### src/rtl/pwm_width_monitor.sv
// PWM high-pulse width monitor: measures each synchronized pulse in clk cycles
// and flags width deviations and stuck-high timeouts.
module pwm_width_monitor #(
    parameter int WIDTH_BITS  = 13,
    parameter int TOL         = 2,
    parameter int SYNC_STAGES = 2,
    parameter int ERR_BITS    = 8
) (
    input  logic                  clk,
    input  logic                  reset,
    input  logic                  en,
    input  logic                  signal_in,
    input  logic [WIDTH_BITS-1:0] W,
    output logic [WIDTH_BITS-1:0] meas,
    output logic                  meas_valid,
    output logic                  width_err,
    output logic                  timeout_err,
    output logic [ERR_BITS-1:0]   err_count
);

    typedef enum logic [1:0] {IDLE, ARMED, MEASURE, WAIT_LOW} state_t;

    localparam logic [WIDTH_BITS-1:0] CNT_MAX = '1;
    localparam logic [ERR_BITS-1:0]   ERR_MAX = '1;
    localparam logic [WIDTH_BITS:0]   TOL_V   = (WIDTH_BITS+1)'(TOL);

    state_t                  state_q, state_d;
    logic [SYNC_STAGES-1:0]  sync_q, sync_d;
    logic [SYNC_STAGES-1:0]  vld_q, vld_d;
    logic                    s_d_q, s_d_d;
    logic [WIDTH_BITS-1:0]   cnt_q, cnt_d;
    logic [WIDTH_BITS-1:0]   w_lat_q, w_lat_d;
    logic [WIDTH_BITS-1:0]   meas_q, meas_d;
    logic                    mv_q, mv_d;
    logic                    we_q, we_d;
    logic                    te_q, te_d;
    logic [ERR_BITS-1:0]     err_q, err_d;

    logic                    s_sync, rise, fall, primed;
    logic signed [WIDTH_BITS:0] diff;
    logic [WIDTH_BITS:0]     mag;

    assign s_sync = sync_q[SYNC_STAGES-1];
    assign rise   = s_sync & ~s_d_q;
    assign fall   = ~s_sync & s_d_q;
    // s_sync is only trusted once the chain has refilled since reset
    assign primed = vld_q[SYNC_STAGES-1];

    assign diff = $signed({1'b0, cnt_q}) - $signed({1'b0, w_lat_q});
    assign mag  = diff[WIDTH_BITS] ? -diff : diff;

    always_comb begin
        sync_d = {sync_q[SYNC_STAGES-2:0], signal_in};
        vld_d  = {vld_q[SYNC_STAGES-2:0], 1'b1};
        s_d_d  = s_sync;
    end

    always_ff @(posedge clk or posedge reset) begin
        if (reset) begin
            state_q <= IDLE;
            sync_q  <= '0;
            vld_q   <= '0;
            s_d_q   <= 1'b0;
            cnt_q   <= '0;
            w_lat_q <= '0;
            meas_q  <= '0;
            mv_q    <= 1'b0;
            we_q    <= 1'b0;
            te_q    <= 1'b0;
            err_q   <= '0;
        end else begin
            state_q <= state_d;
            sync_q  <= sync_d;
            vld_q   <= vld_d;
            s_d_q   <= s_d_d;
            cnt_q   <= cnt_d;
            w_lat_q <= w_lat_d;
            meas_q  <= meas_d;
            mv_q    <= mv_d;
            we_q    <= we_d;
            te_q    <= te_d;
            err_q   <= err_d;
        end
    end

    always_comb begin
        state_d = state_q;
        if (!en) begin
            state_d = IDLE;
        end else begin
            unique case (state_q)
                IDLE:     if (primed && !s_sync) state_d = ARMED;
                ARMED:    if (rise) state_d = MEASURE;
                MEASURE: begin
                    if (fall) state_d = ARMED;
                    else if (s_sync && cnt_q == CNT_MAX) state_d = WAIT_LOW;
                end
                WAIT_LOW: if (!s_sync) state_d = ARMED;
                default:  state_d = IDLE;
            endcase
        end
    end

    always_comb begin
        cnt_d   = cnt_q;
        w_lat_d = w_lat_q;
        meas_d  = meas_q;
        mv_d    = 1'b0;
        we_d    = 1'b0;
        te_d    = 1'b0;
        err_d   = err_q;
        if (!en) begin
            cnt_d = '0;
        end else begin
            unique case (state_q)
                ARMED: begin
                    if (rise) begin
                        cnt_d   = 1;
                        w_lat_d = W;
                    end
                end
                MEASURE: begin
                    if (fall) begin
                        meas_d = cnt_q;
                        mv_d   = 1'b1;
                        we_d   = mag > TOL_V;
                    end else if (s_sync) begin
                        if (cnt_q == CNT_MAX) begin
                            meas_d = CNT_MAX;
                            te_d   = 1'b1;
                        end else begin
                            cnt_d = cnt_q + 1'b1;
                        end
                    end
                end
                default: ;
            endcase
        end
        if ((we_d || te_d) && err_q != ERR_MAX)
            err_d = err_q + 1'b1;
    end

    assign meas        = meas_q;
    assign meas_valid  = mv_q;
    assign width_err   = we_q;
    assign timeout_err = te_q;
    assign err_count   = err_q;

endmodule

### config.mk
export PLATFORM = sky130hd
export DESIGN_NAME = pwm_width_monitor
export DESIGN_NICKNAME = d
export VERILOG_FILES = /design/src/rtl/pwm_width_monitor.sv
export SDC_FILE = /design/constraint.sdc
export NUM_CORES = 1
export LEC_CHECK = 0
export BUFFER_PORTS_ARGS = -buffer_cell sky130_fd_sc_hd__clkbuf_2
export CORE_MARGIN = 8
export CORE_UTILIZATION = 50
export DETAILED_ROUTE_END_ITERATION = 10
export PLACE_DENSITY_LB_ADDON = 0.25
export SLEW_MARGIN = 30
export SYNTH_ARGS = -nofsm -noshare
export SYNTH_HDL_FRONTEND = slang
export SYNTH_SLANG_ARGS = --single-unit
export TNS_END_PERCENT = 10
### constraint.sdc
create_clock -name clk -period 5.3 [get_ports clk]
set_clock_uncertainty 0.2 [all_clocks]
set_input_delay 1.06 -clock clk [delete_from_list [all_inputs] [get_ports clk]]
set_output_delay 1.06 -clock clk [all_outputs]
set_load 0.01 [all_outputs]
Word level (Yosys, flattened, before mapping) --
Cells that the tools add are included.
Cells by class: equality and inequality tests 13, multiplexer cells 28, bitwise logic cells 4, shifts and indexed selects 0, div/mod/pow operators 0, magnitude comparators 1, add/sub/neg operators 4, multipliers 0, reductions and logical operators 12
Operators with widths (count):
- 2-to-1 mux 13 bit | 8
- one-hot mux 13 bit (2 select lines) | 1
- != test 3 bit, second input constant | 6
- greater-than comparator 14 x 2 -> 1 bit, second input constant | 1
- 2-to-1 mux 14 bit | 1
- negation 14 bit | 1
- subtractor 13 x 13 -> 14 bit | 1
- adder 13 x 1 -> 13 bit, second input constant | 1
- == test 13 bit, second input constant | 1
- 2-to-1 mux 2 bit | 6
- 2-to-1 mux 1 bit | 11
- adder 8 x 1 -> 8 bit, second input constant | 1
- != test 8 bit, second input constant | 1
- one-hot mux 2 bit (4 select lines) | 1
- AND reduction 4 bit | 2
- AND reduction 5 bit | 1
- == test 2 bit, second input constant | 2
- != test 4 bit, second input constant | 1
- nonzero test 2 bit | 2
- logical AND 1 bit | 3
- != test 3 x 1 -> 1 bit, second input constant | 1
- AND reduction 3 bit | 1
- bitwise AND 1 bit | 2
- == test 2 x 1 -> 1 bit, second input constant | 1
- 4 further kinds | 5
Storage, ports and cells: bits of input ports 17, memory bits (writable) 0, output and inout port bits 24, word-level logic and storage cells 73, memories kept 0, ROM bits 0, flip-flop bits (word level) 57, latch bits 0

Depth between registers and ports, before layout --
Gate-level depths: netlist of the first run.
word-level depth 9, mapped depth 13, depth with buffers taken out 13

Worst setup path after synthesis of the first run --
OpenSTA, ideal clock, no wires.
kind register -> register, from register cnt_q[0], to register err_q[1] (netlist: err_count[1]), setup time 128 ps, required time 4972 ps, period minus slack after synthesis 3858 ps, path buffers 0, cell stages (with the launch flop) 14, setup slack 1442 ps, arrival 3530 ps, cell sequence dfrtp_1 inv_1 ha_1 fa_1 nand2b_1 a211oi_1 o21ai_2 xnor2_1 or4_4 o41a_1 o21ai_2 o211ai_4 o21ai_2 mux2_1
On the way: longest elaborated chain between the ends 9, elaborated cells on any way between the ends 15, classes of those cells 2 x add/sub; 1 x order compare; 1 x eq/ne; 9 x mux; 2 x reduce/logical
Ends and longest elaborated chain:
- from (decl) | line 31 | logic [WIDTH_BITS-1:0] cnt_q, cnt_d;
- from (signal assigned) | line 76 | cnt_q <= cnt_d;
- subtractor 13 x 13 -> 14 bit | line 49 | assign diff = $signed({1'b0, cnt_q}) - $signed({1'b0, w_lat_q});
- negation 14 bit | line 50 | assign mag = diff[WIDTH_BITS] ? -diff : diff;
- 2-to-1 mux 14 bit | line 50
- greater-than comparator 14 x 2 -> 1 bit | line 126 | we_d = mag > TOL_V;
- 2-to-1 mux 1 bit | line 123 | if (fall) begin
- 2-to-1 mux 1 bit | line 115 | unique case (state_q)
- 2-to-1 mux 1 bit | line 112 | if (!en) begin
- logical OR 1 bit * | line 139 | if ((we_d || te_d) && err_q != ERR_MAX)
- logical AND 1 bit * | line 139
- to (signal assigned) | line 82 | err_q <= err_d;
- to (decl) | line 37 | logic [ERR_BITS-1:0] err_q, err_d;
Every way passes the cells marked *; elsewhere a longest branch is shown, timed or not. A chain may end at the register's enable or synchronous reset.

Final worst setup path of the first run --
Ends and elaborated chain as after synthesis.

==> results.txt, run 1 <==
run status: completed
largest net degree at the start of global routing: 58
top cell type's share of synthesized area: 0.376
count of antenna diodes in the layout: 0
crit share post-route: 0.809
highest clock frequency the design can meet: 233 MHz
Critical Path Start Type: register
count of mapped cells out of synthesis: 417
pre-CTS WS: 1.11 ns
area taken by multi-input logic gates: 2190 um^2
combined area of all synthesized cells: 3790 um^2
cells taking the most area after synthesis: sky130_fd_sc_hd__dfrtp_1, sky130_fd_sc_hd__ha_1, sky130_fd_sc_hd__mux2_2
Antenna Violating Nets Remaining: 0
worst-case vdd ir drop: 0.000292 V
post-detail-place hpwl: 6330 um
clock input transition at the sequential cells of the worst setup and hold paths: 0.07 ns
combined global-route utilization of all metal layers: 0.174
crit path launch: cnt_q[0]$_DFFE_PP0P_
Port Buf Inserts: 40
CTS H-tree depth: 3
max-slew violation total from the final report: 0
final std cells w/o fill: 558
Max transition margin: 0.435
Least-Margin Pin Slew: 0.846 ns
hold buffers post-CTS: 0
mean area per synthesized cell: 9.09 um^2
Die Y-Extent: 103 um
drt first pass iters: 4
total clock sinks: 57
Cell Rows: 31
wire length of the first global-routing pass: 14,700 um
total of endpoints with negative setup slack in the final report: 0
Yosys warning count: 0
library cells used by synthesis: 63
share of synthesized flip-flops with an asynchronous set or reset: 1.00
Filler Cells Inserted: 676
CTS Buf Count: 9
max-cap viol count: 0
minimum period implied by the final worst setup slack: 4.29 ns
root cell of the clock tree: sky130_fd_sc_hd__clkbuf_8
final count of hold timing violations: 0
routed vias: 3,202
share of cells above drive strength 1: 0.187
I/O Pins: 41
post-route DRC violation count: 0
number of antenna violations at the first check in global routing: 0
Setup Fix Bufs, Post-CTS: 0
Die X-Extent: 103 um
data required time of the worst path: 5.31 ns
floorplan die area: 10,600 um^2
power density relative to cell area: 431 nW/um^2
start point of the worst min-delay path: vld_q[0]$_DFF_PP0_
synthesis-stage register bit count: 57
Routed WL per cell: 15.0 um
clk_lat worst skew: 0.34 ns
number of design-rule violations left by the first detailed-router iteration: 189
Sequential cell area: 1430 um^2
startpoint of the worst-slack reg-to-reg timing path: cnt_q[0]$_DFFE_PP0P_
vias in the first global route: 3,137
Routability Congestion: 0.916
initial standard-cell utilization of the core: 0.520
Clock Path Buffers: 2
global route total overflow: 0
number of gates given a new drive strength after cts: 0
summed negative setup slack over all endpoints: 0 ns
share of the yosys chip area belonging to registers: 0.376
number of enable flip-flop cells after synthesis: 0
type of the setup path with the least slack: reg2reg
via density per instance: 5.74
type of the most critical hold path: reg2reg
leading register cell type out of synthesis: sky130_fd_sc_hd__dfrtp_1
worst path setup slack after routing: 1.01 ns
Post-layout nets: 492
setup repair after global routing missed its margin: false
area growth from synthesis to final layout: 12.9%
crit path capture type: register
area of the core region: 7290 um^2
maximum fanout count along the critical path: 8
TritonCTS clock tree: yes
Total Wirelength: 8390 um
largest area contributor in the synthesized netlist: sky130_fd_sc_hd__dfrtp_1
Arr. time, crit path: 4.30 ns
post-synthesis net count: 455
placed instance count: 542
LEAKAGE: 2.08 nW
==> flip-flops by register name, summed over array words and instances (netlist names), 2 cells and up <==
signal	count
sync_q	2
state_q	2
meas	13
vld_q	2
err_count	8
cnt_q	13
w_lat_q	13
==> layout by cell type (no fill, tap or decap), drive strengths merged, types with 14 or more instances in the layout <==
| cell | count |
|---|---|
| o21ai | 32 |
| nand2 | 40 |
| mux2 | 17 |
| nor2 | 34 |
| clkbuf | 50 |
| inv | 25 |
| a21oi | 14 |
| ha | 20 |
| nand3 | 16 |
| dfrtp | 57 |
==> worst max-delay path, cell delays in order, from the launching register on <==
cell,delay [ns]
sky130_fd_sc_hd__dfrtp_1,0.41
sky130_fd_sc_hd__inv_1,0.10
sky130_fd_sc_hd__ha_1,0.24
sky130_fd_sc_hd__fa_1,0.42
sky130_fd_sc_hd__and2b_1,0.25
sky130_fd_sc_hd__o2111ai_1,0.20
sky130_fd_sc_hd__a21boi_0,0.42
sky130_fd_sc_hd__o22ai_1,0.16
sky130_fd_sc_hd__or4_4,0.51
sky130_fd_sc_hd__o41a_1,0.39
sky130_fd_sc_hd__o21ai_2,0.17
sky130_fd_sc_hd__o211ai_4,0.16
sky130_fd_sc_hd__o21ai_2,0.20
sky130_fd_sc_hd__mux2_1,0.33
==> stage by stage <==
step	hold slack [ns]	power, mW	instance area [um^2]	utilization
floorplan	0.131	1.22	3790	-
global placement	0.138	1.38	4060	0.557
detailed placement	0.139	1.39	4060	0.557
CTS	0.154	1.85	4280	0.587
global route	0.158	1.99	4280	0.587
finish	0.149	1.85	4280	0.587
==> routing by layer <==
layer  track usage  share of wire
met1         0.227           0.47
met4        0.0467         0.0025
met3        0.0446          0.058
met5             0              0
met2         0.280           0.47
==> power breakdown <==
group,leakage (nW),switching [mW],internal [mW]
logic,1.21,0.508,0.352
clock network,0.111,0.179,0.267
registers,0.758,0.0414,0.500
==> area by class of cell <==
class | instances | area share
Clock buffer | 10 | 0.0298
Clock inverter | 6 | 0.0213
Inverter | 24 | 0.0210
Multi-Input combinational cell | 318 | 0.512
Sequential cell | 57 | 0.333
Tap cell | 99 | 0.0289
Timing Repair Buffer | 44 | 0.0538
==> synth_stat cells (all sizes together) (2+ instances only) <==
library cell,number
or2,3
a21oi,14
nand2b,3
nor3,6
o21a,4
o22ai,2
inv,24
nor4,4
xor2,12
nand4,5
nor2,34
clkbuf,10
nand2,40
o2111ai,4
a211o,5
nor3b,2
nor2b,3
a211oi,5
and2,5
a221oi,2
dfrtp,57
and3,13
o2111a,3
a21o,8
buf,8
a32oi,3
o21ai,32
o211ai,8
nand3,16
xnor2,13
and4,4
a2111oi,3
or3,4
o31ai,2
ha,20
a21boi,3
mux2,17
==> cells by family after synthesis <==
| family | Yosys count | share of synthesized area |
|---|---|---|
| AO/OA/AOI/OAI | 108 | 0.204 |
| XOR/XNOR | 25 | 0.0578 |
| adder cells (fa/ha/maj) | 21 | 0.0713 |
| buffers and inverters | 42 | 0.0459 |
| flip-flops | 57 | 0.376 |
| multiplexers | 18 | 0.0531 |
| other | 1 | 0.000989 |
| AND/OR/NAND/NOR | 145 | 0.191 |
==> final timing paths <==
| path | to | slack [ns] | cells after the start |
|---|---|---|---|
| setup reg to reg | err_count[1]$_DFFE_PP0P_ | 1.01 | 13 |
| hold reg to reg | vld_q[1]$_DFF_PP0_ | 0.15 | 0 |
| setup / recovery | err_count[1]$_DFFE_PP0P_ | 1.01 | 13 |
| hold / removal | vld_q[1]$_DFF_PP0_ | 0.15 | 0 |
| min in group asynchronous | cnt_q[6]$_DFFE_PP0P_ | 0.70 | 3 |
| max in group asynchronous | err_count[0]$_DFFE_PP0P_ | 3.74 | 3 |
Note: power is estimated with default switching activity, not from simulation.
==> run 2: changes to the inputs <==
==> constraint.sdc (replaced) <==
create_clock -name clk -period 3.8 [get_ports clk]
set_clock_uncertainty 0.2 [all_clocks]
set_input_delay 0.76 -clock clk [delete_from_list [all_inputs] [get_ports clk]]
set_output_delay 0.76 -clock clk [all_outputs]
set_load 0.01 [all_outputs]
==> run 2 against run 1 <==
Setup slack worse by 0.96 ns. Flip-flop and latch count unchanged. Worst hold slack better by 0.0053 ns. Design area up 11%. Sequential power up 41%. Final cell count up 7.9%. Via count up 6.2%. Global-route usage up 1.8 points. Critical path type unchanged. Largest cell class unchanged. Largest power group unchanged.
==> results.txt, run 2 (synthesized netlist as in run 1, its figures left out) <==
Cell Rows: 31
clock input transition at the sequential cells of the worst setup and hold paths: 0.07 ns
Die X-Extent: 103 um
global route total overflow: 0
Port Buf Inserts: 40
floorplan die area: 10,600 um^2
Antenna Violating Nets Remaining: 0
hold-critical path depth: 0
total clock sinks: 57
Routability Congestion: 0.918
CTS H-tree depth: 3
CTS Buf Count: 9
number of buffers and inverters on the critical path: 3
share of cells above drive strength 1: 0.304
max-slew violation total from the final report: 0
LEAKAGE: 2.33 nW
minimum period implied by the final worst setup slack: 3.74 ns
drt first pass iters: 4
I/O Pins: 41
post-route DRC violation count: 0
final count of hold timing violations: 0
Critical Path Start Type: register
number of antenna violations at the first check in global routing: 0
most used cells in the layout excluding fill and tap cells: sky130_fd_sc_hd__dfrtp_1, sky130_fd_sc_hd__buf_4, sky130_fd_sc_hd__clkbuf_2, sky130_fd_sc_hd__nand2_1, sky130_fd_sc_hd__nor2_1
area growth from synthesis to final layout: 25.8%
Routed WL per cell: 16.0 um
type of the most critical hold path: reg2reg
clk_lat worst skew: 0.34 ns
post-detail-place hpwl: 7360 um
Min-Delay Endpoint: vld_q[1]$_DFF_PP0_
commonest non-fill, non-tap cell in the layout: sky130_fd_sc_hd__dfrtp_1
highest clock frequency the design can meet: 267 MHz
Max transition margin: 0.552
Arr. time, crit path: 3.77 ns
cell with the biggest individual delay on the critical path: sky130_fd_sc_hd__or4bb_1
routed vias: 3,401
wire length of the first global-routing pass: 16,100 um
run status: completed
via density per instance: 5.65
cell depth of the worst flop-to-flop path: 14
crit path capture type: register
cell-by-cell trace of the critical path: inv_1 -> ha_1 -> buf_4 -> and2b_2 -> o2111a_2 -> nor3_4 -> buf_4 -> o2111ai_4 -> nor4_2 -> or4bb_1 -> nand2_2 -> o211ai_4 -> o21ai_2 -> mux2_4
worst-case vdd ir drop: 0.000461 V
vias in the first global route: 3,390
max-cap viol count: 0
Worst path top cell family by delay: simple AND/OR/NAND/NOR gates
power density relative to cell area: 623 nW/um^2
Total Wirelength: 9660 um
start point of the worst min-delay path: vld_q[0]$_DFF_PP0_
number of design-rule violations left by the first detailed-router iteration: 187
crit share post-route: 0.985
data required time of the worst path: 3.83 ns
count of antenna diodes in the layout: 0
root cell of the clock tree: sky130_fd_sc_hd__clkbuf_8
area of the core region: 7290 um^2
TritonCTS clock tree: yes
Clock Path Buffers: 2
initial standard-cell utilization of the core: 0.520
total of endpoints with negative setup slack in the final report: 0
Least-Margin Pin Slew: 0.669 ns
Post-layout nets: 536
combined global-route utilization of all metal layers: 0.192
summed negative setup slack over all endpoints: 0 ns
setup repair after global routing missed its margin: true
largest net degree at the start of global routing: 37
max incr delay on CP: 0.45 ns
RR Endpoint: err_count[1]$_DFFE_PP0P_
worst setup slack for register-to-register paths: 0.06 ns
most repeated library cell on the critical path: sky130_fd_sc_hd__buf_4
Core Util, Final: 0.654
maximum fanout count along the critical path: 5
Die Y-Extent: 103 um
type of the setup path with the least slack: reg2reg
hold buffers post-CTS: 0
startpoint of the worst-slack reg-to-reg timing path: w_lat_q[2]$_DFFE_PP0P_
[run 2: changes by cell type in the layout (fill, tap and decap cells not counted), moves of 2 or more]
cell and delta:
sky130_fd_sc_hd__o2111ai_2 +2, sky130_fd_sc_hd__o2111ai_4 +2, sky130_fd_sc_hd__o2111ai_1 -4, sky130_fd_sc_hd__xnor2_2 +3, sky130_fd_sc_hd__xnor2_1 -3, sky130_fd_sc_hd__buf_4 +43
[run 2: cell type report]
class,count,area [um^2]
fillers,639,2520
multi-input cells,318,2340
flip-flops and latches,57,1430
repair buffers,88,564
clock buffers,9,124
well taps,99,124
clock inverters,7,95.1
inverters,24,90.1
[run 2: report_power, final]
group	switching [mW]	internal [mW]
Combinational	0.859	0.720
Clock	0.259	0.368
Sequential	0.0656	0.698
[run 2: through the flow]
step	hold WS (ns)	setup WS (ns)	instances	area, um^2	total power [mW]
after floorplan	0.131	0.0514	417	3810	1.72
after global placement	0.136	0.0198	582	4380	2.13
after detailed placement	0.141	-0.107	582	4380	2.17
after CTS	0.157	0.00725	600	4660	2.86
after global routing	0.163	-0.0328	602	4770	3.17
final	0.155	0.0583	602	4770	2.97
[run 2: routing by layer]
metal,global-route usage,up-vias,routed length [um]
met5,0,-,0
met1,0.240,1643,4350
met4,0.0434,0,105
met2,0.329,73,4780
li1,-,1669,-
met3,0.0419,16,414
[run 2: what timing repair did]
action	in CTS	in global routing
pin swaps	4	15
setup buffers	2	2
cloned	0	0
resized for setup	8	18
setup endpoints to repair	6	8
[run 2: worst reg2reg max path, delay by kind of cell (launching register included)]
family / cells / cell delay [ns]
buffers and inverters: 3 / 0.38
AND/OR/NAND/NOR: 5 / 1.33
multiplexers: 1 / 0.32
flip-flops: 1 / 0.35
adder cells (fa/ha/maj): 1 / 0.31
AO/OA/AOI/OAI: 4 / 0.74
[run 2: worst max-delay path by stage]
| stage | start | endpoint | cells past startpoint |
|---|---|---|---|
| after global placement | cnt_q[0]$_DFFE_PP0P_ | err_count[1]$_DFFE_PP0P_ | 13 |
| after global routing | w_lat_q[0]$_DFFE_PP0P_ | err_count[1]$_DFFE_PP0P_ | 13 |
| after detailed placement | cnt_q[0]$_DFFE_PP0P_ | err_count[1]$_DFFE_PP0P_ | 13 |
| final | w_lat_q[2]$_DFFE_PP0P_ | err_count[1]$_DFFE_PP0P_ | 14 |
| after floorplan | cnt_q[0]$_DFFE_PP0P_ | err_count[1]$_DFFE_PP0P_ | 13 |
| after CTS | cnt_q[0]$_DFFE_PP0P_ | err_count[1]$_DFFE_PP0P_ | 14 |
==> run 3: changes to the inputs <==
--- a/config.mk
+++ b/config.mk
@@ -5,9 +5,11 @@
 export SDC_FILE = /design/constraint.sdc
 export NUM_CORES = 1
 export LEC_CHECK = 0
-export BUFFER_PORTS_ARGS = -buffer_cell sky130_fd_sc_hd__clkbuf_2
+export BUFFER_PORTS_ARGS = -buffer_cell sky130_fd_sc_hd__buf_4
+export CELL_PAD_IN_SITES_DETAIL_PLACEMENT = 0
+export CELL_PAD_IN_SITES_GLOBAL_PLACEMENT = 2
 export CORE_MARGIN = 8
-export CORE_UTILIZATION = 50
+export CORE_UTILIZATION = 33
 export DETAILED_ROUTE_END_ITERATION = 10
 export PLACE_DENSITY_LB_ADDON = 0.25
 export SLEW_MARGIN = 30
==> run 3 against run 2 <==
First-iteration DRC count fell by 13%. Flip-flop and latch count is the same. Critical path depth decreased by 1. Final cell count increased by 7.0%. Non-clock buffer count unchanged. Via count down 2.4%. Register-to-register slack gained 0.02 ns. Die area grew 43%. Core utilization down 21 points. Global-route usage decreased by 5.5 points. Clock power up 14%. Total power rose by 4.9%. Largest cell class unchanged.
==> results.txt, run 3 (synthesized netlist as in run 1, its figures left out) <==
commonest non-fill, non-tap cell in the layout: sky130_fd_sc_hd__buf_4
count of antenna diodes in the layout: 0
max-cap viol count: 0
Routability Congestion: 0.808
data required time of the worst path: 3.80 ns
clock input transition at the sequential cells of the worst setup and hold paths: 0.05 ns
Antenna Violating Nets Remaining: 0
total clock sinks: 57
root cell of the clock tree: sky130_fd_sc_hd__clkbuf_16
length of routed wiring on met1: 4700 um
Final Hold Slack: 0.145 ns
Arr. time, crit path: 3.72 ns
summed negative setup slack over all endpoints: 0 ns
TritonCTS clock tree: yes
post-detail-place hpwl: 7660 um
max-slew violation total from the final report: 0
Worst path top cell family by delay: compound AO/OA/AOI/OAI gates
final count of hold timing violations: 0
area growth from synthesis to final layout: 31.2%
area of the core region: 11,300 um^2
run status: completed
cell-by-cell trace of the critical path: ha_4 -> fa_2 -> and2b_2 -> buf_4 -> o2111ai_4 -> a21o_1 -> a221oi_2 -> a21bo_2 -> o41a_1 -> o21ai_2 -> o211ai_4 -> o21ai_2 -> mux2_4
type of the setup path with the least slack: reg2reg
type of the most critical hold path: reg2reg
Critical Path Start Type: register
Switching Fraction: 0.381
power density relative to cell area: 626 nW/um^2
Max transition margin: 0.534
CTS H-tree depth: 3
cell with the biggest individual delay on the critical path: sky130_fd_sc_hd__dfrtp_1
Clock Path Buffers: 2
share of cells above drive strength 1: 0.297
sequential share of power: 0.244
drt first pass iters: 4
minimum period implied by the final worst setup slack: 3.72 ns
number of antenna violations at the first check in global routing: 0
share of power burned in combinational logic: 0.526
combined global-route utilization of all metal layers: 0.137
Port Buf Inserts: 40
Detail Route met2 WL: 4610 um
LEAKAGE: 2.37 nW
Total Wirelength: 9930 um
crit path capture type: register
crit share post-route: 0.979
maximum fanout count along the critical path: 4
Psw: 1.19 mW
cell internal power dissipation: 1.93 mW
I/O Pins: 41
vias in the first global route: 3,308
most used cells in the layout excluding fill and tap cells: sky130_fd_sc_hd__buf_4, sky130_fd_sc_hd__dfrtp_1, sky130_fd_sc_hd__nand2_1, sky130_fd_sc_hd__nor2_1, sky130_fd_sc_hd__o21ai_0
CTS Buf Count: 9
power share of the clock group: 0.230
met3 wire len: 491 um
setup repair after global routing missed its margin: true
post-layout power: 3.11 mW
Routed WL per cell: 15.4 um
worst-case vdd ir drop: 0.000325 V
floorplan die area: 15,200 um^2
Least-Margin Pin Slew: 0.695 ns
largest net degree at the start of global routing: 31
global route total overflow: 0
Die Y-Extent: 123 um
Post-layout nets: 536
Cell Rows: 39
clk_lat worst skew: 0.32 ns
number of design-rule violations left by the first detailed-router iteration: 162
post-route DRC violation count: 0
total of endpoints with negative setup slack in the final report: 0
most repeated library cell on the critical path: sky130_fd_sc_hd__o21ai_2
number of buffers and inverters on the critical path: 1
via density per instance: 5.16
Die X-Extent: 123 um
hold buffers post-CTS: 0
wire length of the first global-routing pass: 16,600 um
initial standard-cell utilization of the core: 0.335
top metal layer carrying routed signals: met4
routed vias: 3,321
highest clock frequency the design can meet: 269 MHz
max incr delay on CP: 0.40 ns
[run 3: repair_timing]
item / CTS / global route
setup endpoints to repair: 7 / 8
resized for setup: 1 / 28
buffers inserted: 0 / 2
pin swaps: 1 / 17
[run 3: cell type report]
cell class / instances / area (um^2)
Inverter: 24 / 90.1
Multi-Input combinational cell: 318 / 2350
Tap cell: 143 / 179
Fill cell: 1127 / 6350
Sequential cell: 57 / 1430
Timing Repair Buffer: 88 / 664
Clock buffer: 14 / 264
[run 3: worst reg2reg max path, stage by stage, from the launching register on]
cell and delay, ns:
sky130_fd_sc_hd__dfrtp_1 0.40, sky130_fd_sc_hd__ha_4 0.17, sky130_fd_sc_hd__fa_2 0.39, sky130_fd_sc_hd__and2b_2 0.24, sky130_fd_sc_hd__buf_4 0.11, sky130_fd_sc_hd__o2111ai_4 0.13, sky130_fd_sc_hd__a21o_1 0.20, sky130_fd_sc_hd__a221oi_2 0.28
sky130_fd_sc_hd__a21bo_2 0.28, sky130_fd_sc_hd__o41a_1 0.38, sky130_fd_sc_hd__o21ai_2 0.19, sky130_fd_sc_hd__o211ai_4 0.12, sky130_fd_sc_hd__o21ai_2 0.20, sky130_fd_sc_hd__mux2_4 0.31
[run 3: layer usage]
metal,track usage,vias to the layer above
met3,0.0370,11
met4,0.0376,0
met5,0,-
met2,0.217,57
li1,-,1669
met1,0.181,1584
[run 3: power groups by stage]
stage	clock (mW)	sequential [mW]	combinational, mW
after floorplan	0	0.755	0.964
after CTS	0.737	0.757	1.47
final	0.716	0.760	1.64
after global routing	0.766	0.771	1.82
after global placement	0	0.758	1.44
after detailed placement	0	0.767	1.45
[run 3: stage by stage]
step	worst slack [ns]	std cells	instance area (um^2)	utilization
after global routing	-0.0760	644	4970	0.439
after detailed placement	-0.0236	628	4550	0.402
after CTS	0.0136	642	4820	0.426
after floorplan	0.0514	417	3810	-
final	0.0785	644	4970	0.439
after global placement	0.0214	628	4550	0.402
[run 3: final timing paths]
path	to	cells after the start	startpoint	slack (ns)
worst min register to register	vld_q[1]$_DFF_PP0_	0	vld_q[0]$_DFF_PP0_	0.14
min in group asynchronous	s_d_q$_DFF_PP0_	2	reset	0.31
max in group asynchronous	width_err$_DFF_PP0_	3	reset	2.27
worst max register to register	err_count[1]$_DFFE_PP0P_	13	w_lat_q[0]$_DFFE_PP0P_	0.08
worst min-delay path	vld_q[1]$_DFF_PP0_	0	vld_q[0]$_DFF_PP0_	0.14
worst max-delay path	err_count[1]$_DFFE_PP0P_	13	w_lat_q[0]$_DFFE_PP0P_	0.08
